<file path="config.mk">
export PLATFORM = sky130hd
export DESIGN_NAME = paddle_input_sequencer
export DESIGN_NICKNAME = d
export VERILOG_FILES = /design/src/rtl/pong_pkg.sv /design/src/rtl/paddle_step.sv /design/src/rtl/paddle_input_sequencer.sv
export SDC_FILE = /design/constraint.sdc
export NUM_CORES = 1
export LEC_CHECK = 0
export ABC_AREA = 1
export CAP_MARGIN = 20
export CORE_MARGIN = 1
export CORE_UTILIZATION = 55
export DETAILED_ROUTE_END_ITERATION = 8
export PLACE_DENSITY = 0.8
export SETUP_SLACK_MARGIN = 0.15
export SLEW_MARGIN = 20
export SYNTH_ARGS = -nofsm -noshare
export SYNTH_HDL_FRONTEND = slang
export SYNTH_SLANG_ARGS = --single-unit
</file>
<file path="constraint.sdc">
create_clock -name Clock -period 2.03 [get_ports Clock]
set_input_delay 0.203 -clock Clock [delete_from_list [all_inputs] [get_ports Clock]]
set_output_delay 0.203 -clock Clock [all_outputs]
set_load 0.01 [all_outputs]
</file>
<file path="src/rtl/pong_pkg.sv">
// rtl/pong_pkg.sv - shared enums and playfield defaults for the pong datapath
`timescale 1ns/1ps
package pong_pkg;

  typedef enum logic [1:0] {
    IDLE  = 2'd0,
    RUN   = 2'd1,
    PAUSE = 2'd2
  } mode_t;

  typedef enum logic [1:0] {
    WAIT  = 2'd0,
    LATCH = 2'd1,
    MOVE  = 2'd2,
    DONE  = 2'd3
  } frame_state_t;

  localparam int SCREEN_W_DEF   = 640;
  localparam int PADDLE_LEN_DEF = 80;
  localparam int STEP_DEF       = 8;
  localparam int POS_W_DEF      = 10;

endpackage

</file>
<file path="src/rtl/paddle_step.sv">
// rtl/paddle_step.sv - combinational clamped paddle move for one player
`timescale 1ns/1ps
module paddle_step #(
  parameter int POS_W = 10,
  parameter int STEP  = 8,
  parameter int XMAX  = 560
) (
  input  logic [POS_W-1:0] x,
  input  logic             l,
  input  logic             r,
  output logic [POS_W-1:0] x_next
);

  localparam logic signed [POS_W:0] STEP_S = (POS_W+1)'(STEP);
  localparam logic signed [POS_W:0] XMAX_S = (POS_W+1)'(XMAX);

  // One extra signed bit so x-STEP and x+STEP never wrap before clamping
  logic signed [POS_W:0] xs, dec, inc;

  always_comb begin
    xs     = signed'({1'b0, x});
    dec    = xs - STEP_S;
    inc    = xs + STEP_S;
    x_next = x;
    if (l && !r)
      x_next = (dec < 0) ? '0 : dec[POS_W-1:0];
    else if (r && !l)
      x_next = (inc > XMAX_S) ? XMAX_S[POS_W-1:0] : inc[POS_W-1:0];
  end

endmodule

</file>
<file path="src/rtl/paddle_input_sequencer.sv">
// rtl/paddle_input_sequencer.sv - per-frame key consumer driving run mode and paddle positions
`timescale 1ns/1ps
module paddle_input_sequencer
  import pong_pkg::*;
#(
  parameter int SCREEN_W   = SCREEN_W_DEF,
  parameter int PADDLE_LEN = PADDLE_LEN_DEF,
  parameter int STEP       = STEP_DEF,
  parameter int POS_W      = POS_W_DEF
) (
  input  logic             Clock,
  input  logic             reset,
  input  logic             frame_tick,
  input  logic             round_over,
  input  logic             isPressEnter,
  input  logic             isp1L,
  input  logic             isp1R,
  input  logic             isp2L,
  input  logic             isp2R,
  output logic             clr_keys,
  output logic             game_run,
  output logic [POS_W-1:0] p1_x,
  output logic [POS_W-1:0] p2_x,
  output logic             pos_valid,
  output logic             tick_overrun
);

  localparam int                XMAX   = SCREEN_W - PADDLE_LEN;
  localparam logic [POS_W-1:0]  CENTRE = POS_W'((SCREEN_W - PADDLE_LEN) / 2);

  frame_state_t     state, state_next;
  mode_t            mode, mode_next;
  logic [POS_W-1:0] p1_next, p2_next, p1_step, p2_step;
  logic             k_enter, k_p1l, k_p1r, k_p2l, k_p2r;

  paddle_step #(.POS_W(POS_W), .STEP(STEP), .XMAX(XMAX)) u_step_p1 (
    .x(p1_x), .l(k_p1l), .r(k_p1r), .x_next(p1_step)
  );

  paddle_step #(.POS_W(POS_W), .STEP(STEP), .XMAX(XMAX)) u_step_p2 (
    .x(p2_x), .l(k_p2l), .r(k_p2r), .x_next(p2_step)
  );

  always_ff @(posedge Clock) begin
    if (reset) begin
      state        <= WAIT;
      mode         <= IDLE;
      p1_x         <= CENTRE;
      p2_x         <= CENTRE;
      tick_overrun <= 1'b0;
      {k_enter, k_p1l, k_p1r, k_p2l, k_p2r} <= '0;
    end else begin
      state <= state_next;
      mode  <= mode_next;
      p1_x  <= p1_next;
      p2_x  <= p2_next;
      if (frame_tick && state != WAIT)
        tick_overrun <= 1'b1;
      if (state == LATCH)
        {k_enter, k_p1l, k_p1r, k_p2l, k_p2r} <= {isPressEnter, isp1L, isp1R, isp2L, isp2R};
    end
  end

  always_comb begin
    state_next = state;
    clr_keys   = 1'b0;
    pos_valid  = 1'b0;
    case (state)
      WAIT:  if (frame_tick) state_next = LATCH;
      LATCH: begin
        clr_keys   = 1'b1;
        state_next = MOVE;
      end
      MOVE:  state_next = DONE;
      DONE: begin
        pos_valid  = 1'b1;
        state_next = WAIT;
      end
      default: state_next = WAIT;
    endcase
  end

  // Movement is gated on the mode held before this frame's Enter is applied
  always_comb begin
    mode_next = mode;
    p1_next   = p1_x;
    p2_next   = p2_x;
    if (round_over) begin
      mode_next = IDLE;
      p1_next   = CENTRE;
      p2_next   = CENTRE;
    end else if (state == MOVE) begin
      if (mode == RUN) begin
        p1_next = p1_step;
        p2_next = p2_step;
      end
      if (k_enter) begin
        case (mode)
          IDLE: begin
            mode_next = RUN;
            p1_next   = CENTRE;
            p2_next   = CENTRE;
          end
          RUN:     mode_next = PAUSE;
          PAUSE:   mode_next = RUN;
          default: mode_next = IDLE;
        endcase
      end
    end
  end

  assign game_run = (mode == RUN);

endmodule

</file>
==> impl_metrics.env <==
export IMPL_whs_ns=0.477
export IMPL_drtIter0Drc=164
export IMPL_grt_setup_unrepaired="false"
export IMPL_arrival_ns=1.92
export IMPL_synth_xor_area_frac=0.0249
export IMPL_first_pass_iters=7
export IMPL_vdd_ir_drop_max_mv=0.645
export IMPL_critPathLaunchType="flip-flop"
export IMPL_finalWirelength_mm=5.91
export IMPL_io_buffers=32
export IMPL_synth_common_cells="103 x nand2_1, 44 x inv_1, 43 x nor2_1, 32 x a21oi_1, 32 x o21ai_0"
export IMPL_report_final_setup_viol=0
export IMPL_clock_latency_ns=0.29
export IMPL_ys_seq_area_frac=0.254
export IMPL_place_gp_congestion=0.905
export IMPL_drcViolationCount=0
export IMPL_synth_simple_gate_area_share=0.352
export IMPL_diodes=0
export IMPL_worstPathRequired_ns=2.21
export IMPL_fmax_mhz=577
export IMPL_synth_area_mm2=0.00236
export IMPL_totalPowerFinal_uw=2360
export IMPL_ys_ff_latch=30
export IMPL_p_leak_uw=0.00112
export IMPL_setup_tns_ns=0
export IMPL_gr_total_overflow=0
export IMPL_grt_pass1_wl_mm=9.52
export IMPL_fin_skew_ns=0.00492
export IMPL_synth_edf_count=0
export IMPL_synth_compound_area_share=0.223
export IMPL_grtUsageTotal=0.277
export IMPL_yosys_mux_area_fraction=0
export IMPL_root_buffer="clkbuf_8"
export IMPL_fp_coreArea_mm2=0.00406
export IMPL_status="finished, final reports clean"
export IMPL_multiInputGateArea_mm2=0.00154
export IMPL_grt_max_degree=27
export IMPL_netlist_instances=385
export IMPL_postSynth_asyncResetShare=0
export IMPL_slew_violations=0
export IMPL_tightest_slew_ns=0.450
export IMPL_routedWlPerCell_um=12.6
export IMPL_vias=2568
export IMPL_cts_max_level=2
export IMPL_start_util=0.582
export IMPL_first_global_vias=2130
export IMPL_viasPerCell=5.48
export IMPL_period_needed_ns=1.73
export IMPL_avgSynthCellArea_um2=6.14
export IMPL_dieHeight_um=67.5
export IMPL_synth_top_family_by_area="simple AND/OR/NAND/NOR gates"
export IMPL_postCtsSetupBuffers=0
export IMPL_maxCapViolations=0
export IMPL_ys_flop_type="dfxtp_1"
export IMPL_area_growth_pct=20.3
export IMPL_cp_max_fo=7
export IMPL_nets=436
export IMPL_ys_top_cells_by_area="dfxtp_1 25%, nand2_1 16%, inv_1 7.0%"
export IMPL_finalCoreUtilization=0.701
export IMPL_r2r_setup_slack_ns=0.30
export IMPL_yosys_area_share_adder=0.0424
export IMPL_min_path_type="input pin to flip-flop"
export IMPL_seq_area_um2=613
export IMPL_clockBufferDepth=2
export IMPL_layout_drive_gt1_share=0.143
export IMPL_synth_most_common_cell="nand2_1"
export IMPL_critPathCaptureType="flip-flop"
export IMPL_yosysUniqueCellTypes=34
export IMPL_die_x_um=67.5
export IMPL_synth_net_count=402
export IMPL_max_slew_margin=0.699
export IMPL_yosys_area_top_type="dfxtp_1"
export IMPL_cts_inserted_buffers=5
export IMPL_cts_sinks=30
export IMPL_cts_hold_buf=0
export IMPL_finalCritPeriodShare=0.854
export IMPL_fillCellCount=369
export IMPL_tritoncts="built"
export IMPL_ys_warn_count=0
export IMPL_postRouteAntennaNets=0
export IMPL_path_clk_slew_ns=0.06
export IMPL_yosysTopAreaCellShare=0.254
export IMPL_critPathKind="flip-flop to flip-flop"
export IMPL_io_pins=33
export IMPL_die_area_mm2=0.00456
export IMPL_rows=23
export IMPL_hpwl_mm=4.31
export IMPL_finalHoldViolations=0
export IMPL_pwr_density_cell_mw_per_mm2=830
export IMPL_antenna_found_initial=0
-- final cells by class --
| type | instances | share of cell area |
|---|---|---|
| multi-input combinational | 295 | 0.542 |
| sequential | 30 | 0.216 |
| timing repair buffer | 38 | 0.129 |
| inverter | 49 | 0.0647 |
| clock buffer | 7 | 0.0268 |
| tap | 50 | 0.0220 |
-- path summary, 6_finish.rpt --
path,end,cells after the start,from
worst max-delay path,p2_x[4]$_SDFFE_PP1P_,11,p2_x[4]$_SDFFE_PP1P_
worst min-delay path,k_p2l$_SDFFE_PP0P_,3,isp2L
worst max register to register,p2_x[4]$_SDFFE_PP1P_,11,p2_x[4]$_SDFFE_PP1P_
worst min register to register,tick_overrun$_SDFFE_PP0P_,2,tick_overrun$_SDFFE_PP0P_
-- stage by stage --
step | area, um2 | cells | setup slack, ns
after CTS | 2810 | 469 | 0.174
after global routing | 2840 | 469 | 0.151
after floorplan | 2360 | 385 | 0.295
after global placement | 2730 | 462 | 0.113
after detailed placement | 2730 | 462 | 0.153
final | 2840 | 469 | 0.295
-- cell usage in the layout (no fill, tap or decap), types with 4 or more instances in the layout --
cell type	count
nand3_2	5
nand2_2	7
nor2_2	11
clkbuf_8	5
nand2_1	103
o21ai_1	5
nor2_1	40
inv_1	44
a21oi_1	32
ha_1	6
a21oi_2	8
o21ai_0	32
a211oi_1	5
clkdlybuf4s50_1	32
nand4_1	6
dfxtp_2	4
inv_2	4
dfxtp_1	24
buf_4	6
nand3_1	11
-- registers in the layout, indices dropped and copies added (netlist names) --
signal        flops
p2_x             10
k_enter           1
k_p1l             1
tick_overrun      1
mode              2
state             2
k_p2r             1
k_p2l             1
p1_x             10
k_p1r             1
-- kinds of logic (layout without fill, tap and decap cells) --
| group | count (synthesis) | in the layout |
|---|---|---|
| compound gates | 92 | 92 |
| xor+xnor | 5 | 5 |
| fa+ha+maj | 8 | 8 |
| buf+inv | 60 | 94 |
| flops | 30 | 30 |
| simple gates | 190 | 190 |
-- report_power, final --
group          leakage (uW)  switching, uW  internal (uW)
clock network     0.0000383            221            235
logic              0.000838            729            426
registers          0.000244           75.1            673
-- timing repair --
item | 4_1_cts | 5_1_grt
hold endpoints to repair | 0 | 0
gates resized for setup | 1 | 13
pin swaps | 0 | 0
setup endpoints to repair | 1 | 18
-- layer usage --
| layer | GRT usage | vias to the layer above | part of all wire |
|---|---|---|---|
| met4 | 0.112 | 0 | 0.0095 |
| met2 | 0.429 | 98 | 0.46 |
| met3 | 0.0625 | 5 | 0.068 |
| li1 | - | 1325 | - |
| met1 | 0.367 | 1140 | 0.46 |
| met5 | 0 | - | 0 |
-- worst max-delay path, cell delays in order, from the launching register on --
cell	delay (ns)
dfxtp_4	0.38
ha_2	0.22
nand3_2	0.12
nor2_2	0.16
xor2_2	0.22
nor2_2	0.07
nand3_2	0.12
nand2_1	0.06
o21ai_1	0.12
nand2_1	0.06
nand2_1	0.05
nand2_1	0.04
(Power assumes the default switching activity.)
